--- src/rtl/regfile_check_ctrl.sv ---
// regfile_check_ctrl
//   Hardware self-check controller that sits downstream of a processor and its
//   register file. The controller first lets the CPU run for NUM_CYCLES clocks
//   and counts real register writebacks. It then takes over regfile read port
//   A, walks registers 0..NUM_REGS-1 and compares each one against a
//   synchronous expected-value ROM. It reports the failures and a final pass
//   flag.
//
// Ports
//   clock            system clock, all state on rising edge
//   reset            asynchronous, active-low
//   ctrl_writeEnable snooped regfile write enable
//   ctrl_writeReg    snooped regfile write index
//   data_readRegA    regfile port A data (combinational from test_reg)
//   test_mode        1 = controller owns port A select
//   test_reg         register index driven onto port A
//   exp_addr         expected-value ROM address
//   exp_data         ROM data, valid one clock after exp_addr
//   cycle_count      RUN cycles elapsed
//   write_count      saturating count of writes to non-zero registers during RUN
//   mismatch         one-clock pulse per failing register
//   mismatch_reg     index of the register flagged by mismatch
//   error_count      total failing registers
//   first_fail_reg   index of first failure (valid with first_fail_valid)
//   first_fail_valid sticky first-failure flag
//   done             scan finished, sticky until reset
//   pass             done and no failures
module regfile_check_ctrl #(
    parameter int NUM_CYCLES = 255,
    parameter int NUM_REGS   = 32,
    parameter int CW         = 10
) (
    input  logic          clock,
    input  logic          reset,
    input  logic          ctrl_writeEnable,
    input  logic [4:0]    ctrl_writeReg,
    input  logic [31:0]   data_readRegA,
    output logic          test_mode,
    output logic [4:0]    test_reg,
    output logic [4:0]    exp_addr,
    input  logic [31:0]   exp_data,
    output logic [CW-1:0] cycle_count,
    output logic [15:0]   write_count,
    output logic          mismatch,
    output logic [4:0]    mismatch_reg,
    output logic [5:0]    error_count,
    output logic [4:0]    first_fail_reg,
    output logic          first_fail_valid,
    output logic          done,
    output logic          pass
);

    typedef enum logic [1:0] {S_RUN, S_SCAN, S_DRAIN, S_DONE} state_t;

    localparam logic [CW-1:0] LAST_CYC = CW'(NUM_CYCLES - 1);
    localparam logic [4:0]    LAST_IDX = 5'(NUM_REGS - 1);

    state_t        state_q;
    logic [CW-1:0] cycle_q;
    logic [15:0]   wcnt_q;
    logic [4:0]    idx_q;
    logic          vld_q;
    logic [4:0]    cap_idx_q;
    logic [31:0]   act_q;
    logic          test_mode_q;
    logic          mismatch_q;
    logic [4:0]    mismatch_reg_q;
    logic [5:0]    err_q;
    logic [4:0]    ffr_q;
    logic          ffv_q;
    logic          done_q;
    logic          pass_q;

    logic          fail_d;
    logic [5:0]    err_d;

    // Compare stage: act_q was captured last clock, and the ROM word for the
    // same index arrives now because the ROM read has one clock of latency.
    always_comb begin
        fail_d = vld_q && (act_q != exp_data);
        err_d  = err_q + 6'(fail_d);
    end

    // Captured read data is a pure datapath register; vld_q qualifies it.
    always_ff @(posedge clock) begin
        if (state_q == S_SCAN) begin
            act_q <= data_readRegA;
        end
    end

    always_ff @(posedge clock or negedge reset) begin
        if (!reset) begin
            state_q        <= S_RUN;
            cycle_q        <= '0;
            wcnt_q         <= '0;
            idx_q          <= '0;
            vld_q          <= 1'b0;
            cap_idx_q      <= '0;
            test_mode_q    <= 1'b0;
            mismatch_q     <= 1'b0;
            mismatch_reg_q <= '0;
            err_q          <= '0;
            ffr_q          <= '0;
            ffv_q          <= 1'b0;
            done_q         <= 1'b0;
            pass_q         <= 1'b0;
        end else begin
            // Result stage, runs every clock; it is idle whenever vld_q is 0.
            mismatch_q <= fail_d;
            err_q      <= err_d;
            if (fail_d) begin
                mismatch_reg_q <= cap_idx_q;
                if (!ffv_q) begin
                    ffr_q <= cap_idx_q;
                    ffv_q <= 1'b1;
                end
            end

            vld_q <= 1'b0;
            case (state_q)
                S_RUN: begin
                    cycle_q <= cycle_q + 1'b1;
                    if (ctrl_writeEnable && (ctrl_writeReg != 5'd0) && (wcnt_q != 16'hFFFF)) begin
                        wcnt_q <= wcnt_q + 16'd1;
                    end
                    if (cycle_q == LAST_CYC) begin
                        state_q     <= S_SCAN;
                        idx_q       <= '0;
                        test_mode_q <= 1'b1;
                    end
                end
                // Capture stage: sample port A for idx_q, with the ROM read in flight.
                S_SCAN: begin
                    vld_q     <= 1'b1;
                    cap_idx_q <= idx_q;
                    if (idx_q == LAST_IDX) begin
                        state_q <= S_DRAIN;
                    end else begin
                        idx_q <= idx_q + 5'd1;
                    end
                end
                // The last compare happens on this edge, so pass uses err_d.
                S_DRAIN: begin
                    state_q <= S_DONE;
                    done_q  <= 1'b1;
                    pass_q  <= (err_d == 6'd0);
                end
                default: begin
                end
            endcase
        end
    end

    assign test_mode        = test_mode_q;
    assign test_reg         = idx_q;
    assign exp_addr         = idx_q;
    assign cycle_count      = cycle_q;
    assign write_count      = wcnt_q;
    assign mismatch         = mismatch_q;
    assign mismatch_reg     = mismatch_reg_q;
    assign error_count      = err_q;
    assign first_fail_reg   = ffr_q;
    assign first_fail_valid = ffv_q;
    assign done             = done_q;
    assign pass             = pass_q;

endmodule

--- config.mk ---
export PLATFORM = sky130hd
export DESIGN_NAME = regfile_check_ctrl
export DESIGN_NICKNAME = d
export VERILOG_FILES = /design/src/rtl/regfile_check_ctrl.sv
export SDC_FILE = /design/constraint.sdc
export NUM_CORES = 1
export LEC_CHECK = 0
export CAP_MARGIN = 15
export CORE_MARGIN = 5
export CORE_UTILIZATION = 25
export CTS_CLUSTER_SIZE = 40
export DETAILED_ROUTE_END_ITERATION = 7
export GPL_ROUTABILITY_DRIVEN = 0
export PLACE_DENSITY = 0.59
export REMOVE_ABC_BUFFERS = 1
export SLEW_MARGIN = 20
export SYNTH_ARGS = -nofsm -noshare
export SYNTH_HDL_FRONTEND = slang
export SYNTH_SLANG_ARGS = --single-unit
--- constraint.sdc ---
create_clock -name clock -period 3.4 [get_ports clock]
set_input_delay 0.51 -clock clock [delete_from_list [all_inputs] [get_ports clock]]
set_output_delay 0.51 -clock clock [all_outputs]
set_load 0.01 [all_outputs]
==> results.sh <==
export IMPL_period_minus_slack_ns=3.20
export IMPL_antenna_cells=0
export IMPL_ys_flop_type="dfrtp_1"
export IMPL_final_cell_mix="clkdlybuf4s50_1, dfrtp_1, xor2_1"
export IMPL_grt_pass1_wl_um=16000
export IMPL_ios=129
export IMPL_grt_max_degree=43
export IMPL_grt_pass1_vias=2954
export IMPL_dieArea_mm2=0.0191
export IMPL_synth_area_mm2=0.00411
export IMPL_final_setup_tns_ns=0
export IMPL_fmax_mhz=313
export IMPL_grt_use_total_pct=10.4
export IMPL_dr_total_vias=2812
export IMPL_area_delta_synth_final_pct=45.5
export IMPL_yosys_warnings=0
export IMPL_p_leak_nw=2.50
export IMPL_die_w_um=138
export IMPL_syn_inst=307
export IMPL_reg2reg_from="act_q[17]"
export IMPL_whs_ns=0.104
export IMPL_drv_cap=0
export IMPL_clockBufferDepth=2
export IMPL_ys_ff_latch=92
export IMPL_setup_ws_ns=0.203
export IMPL_path_max_fanout=2
export IMPL_worst_ep_arrival_time_ns=3.43
export IMPL_vias_per_cell=4.23
export IMPL_skew_ns=0.00798
export IMPL_fin_cells=665
export IMPL_cp_required_ns=3.64
export IMPL_relSlewSlack_pct=59.9
export IMPL_ant_nets=0
export IMPL_worstMarginPinSlew_ns=0.601
export IMPL_holdCritPathClass="in -> async"
export IMPL_drive_above_1_share_pct=9.80
export IMPL_start_kind="primary input"
export IMPL_fin_crit_sh_pct=94.0
export IMPL_dr_first_iter_drc_count=59
export IMPL_outcome="completed"
export IMPL_fill_cells=1567
export IMPL_synth_cell_types=46
export IMPL_cts_clk_slew_worst_paths_ns=0.07
export IMPL_dp_hpwl_um=7250
export IMPL_rsz0062_at_grt="false"
export IMPL_setup_viol=0
export IMPL_cts_sinks=92
export IMPL_cts_hold_buf=0
export IMPL_critical_path_max_stage_delay_ns=0.63
export IMPL_cts_resized=0
export IMPL_finalWirelength_um=9730
export IMPL_die_h_um=138
export IMPL_reg2reg_slack_ns=0.40
export IMPL_regMostFlops="act_q"
export IMPL_cts_htree_levels=3
export IMPL_worst_setup_path_end_kind="flop"
export IMPL_slew_violations=0
export IMPL_dpl_worst_slack_ns=-0.183
export IMPL_first_pass_iters=4
export IMPL_overflow=0
export IMPL_cp_top_family="simple AND/OR/NAND/NOR gates"
export IMPL_numCtsBuffers=9
export IMPL_synth_edff_count=32
export IMPL_cts_tree="yes"
export IMPL_cts_setup_buffers=0
export IMPL_row_count=46
export IMPL_crit_buf_inv=2
export IMPL_nets=528
export IMPL_layout_commonest_cell="clkdlybuf4s50_1"
export IMPL_port_buffers=128
export IMPL_largest_reg_flops=32
export IMPL_clock_root_buffer="clkbuf_16"
export IMPL_syn_area_per_cell_um2=13.4
export IMPL_dpl_cell_count=649
export IMPL_ys_seq_area_share_pct=59.9
export IMPL_placed_cell_area_mm2=0.00565
export IMPL_drc=0
export IMPL_wl_per_cell_um=14.6
export IMPL_vdd_drop_max_uv=327
export IMPL_crit_slowest_cell="or4b_2"
export IMPL_clk_latency_ns=0.34
export IMPL_crit_type="in -> reg"
export IMPL_async_flop_share_pct=65.2
export IMPL_startpoint="exp_data[17]"
export IMPL_cellPowerDensity_mw_per_mm2=449
export IMPL_final_area_mm2=0.00598
export IMPL_hold_viol=0
export IMPL_coreArea_mm2=0.0160
export IMPL_antenna_found_initial=0
export IMPL_crit_chain="clkdlybuf4s50_1 -> xor2_1 -> nor4_2 -> nand4_2 -> o31ai_4 -> inv_1 -> ha_1 -> ha_1 -> xor2_1 -> or4b_2 -> o41ai_1"
export IMPL_initial_utilization_pct=25.7
## metal layers
layer	wire [um]	vias to the layer above	track usage, %
met3	607	10	3.45
li1	-	1354	-
met4	165	0	4.06
met2	4290	107	15.6
met5	0	-	0
met1	4670	1341	13.9
## stage by stage
stage | power (mW) | util (%)
2_1_floorplan | 1.38 | -
3_5_place_dp | 1.60 | 35.3
3_3_place_gp | 1.60 | 35.3
6_report | 2.69 | 37.4
4_1_cts | 2.73 | 37.4
5_1_grt | 2.82 | 37.4
## worst paths after layout
check	to	cells past startpoint
max	pass	11
min	write_count[13]	1
max reg2reg	pass	10
min reg2reg	done	1
max in group asynchronous	cycle_count[1]	2
min in group clock	done	1
## logic make-up after synthesis
logic type                 share of synthesized area, %
DFF                                                59.9
adders and majority gates                          3.65
muxes                                              4.44
buffers and inverters                              2.65
xor gates and xnor gates                           12.8
AOI/OAI and AO/OA                                  4.90
and+or+nand+nor                                    11.7
## worst register-to-register path, delay by kind of cell, from the launching register on
family	cells	cell delay, ns
AO/OA/AOI/OAI	2	0.47
XOR/XNOR	2	0.33
adder cells (fa/ha/maj)	2	0.41
buffers and inverters	1	0.09
flip-flops	1	0.40
AND/OR/NAND/NOR	3	1.20
## area by class of cell
cell class | count | area (um2) | area share, %
repair buffers | 134 | 1320 | 22.1
clock buffers | 10 | 239 | 3.99
flip-flops and latches | 92 | 2460 | 41.2
inverters | 14 | 52.6 | 0.878
clock inverters | 6 | 93.8 | 1.57
well taps | 216 | 270 | 4.52
multi-input cells | 193 | 1540 | 25.8
## power by group
part / internal, mW / switching, mW
Clock: 0.671 / 0.441
Combinational: 0.201 / 0.125
Sequential: 1.19 / 0.0586
Total: 2.06 / 0.625
## Yosys cell counts (2+ instances only)
cell | number | share of area [%]
buf_4 | 5 | 0.91
and2_4 | 2 | 0.43
xor2_1 | 48 | 10
nand4_1 | 8 | 1.2
nor4_1 | 5 | 0.76
nand3_1 | 10 | 1.2
or3_1 | 2 | 0.30
edfxtp_1 | 32 | 23
mux2_1 | 10 | 2.7
nor3_1 | 2 | 0.24
and2_1 | 2 | 0.30
a21oi_1 | 3 | 0.36
and3_1 | 6 | 0.91
mux2_2 | 4 | 1.1
o311a_1 | 2 | 0.49
o21ai_0 | 6 | 0.73
inv_1 | 14 | 1.3
ha_1 | 12 | 3.7
a31oi_1 | 2 | 0.30
xnor2_1 | 12 | 2.6
dfrtp_1 | 60 | 37
a311oi_1 | 2 | 0.43
nand2_1 | 20 | 1.8
clkbuf_1 | 2 | 0.18
nor4_2 | 4 | 1.2
nor2_1 | 12 | 1.1
Power figures use the tool's default switching activity.
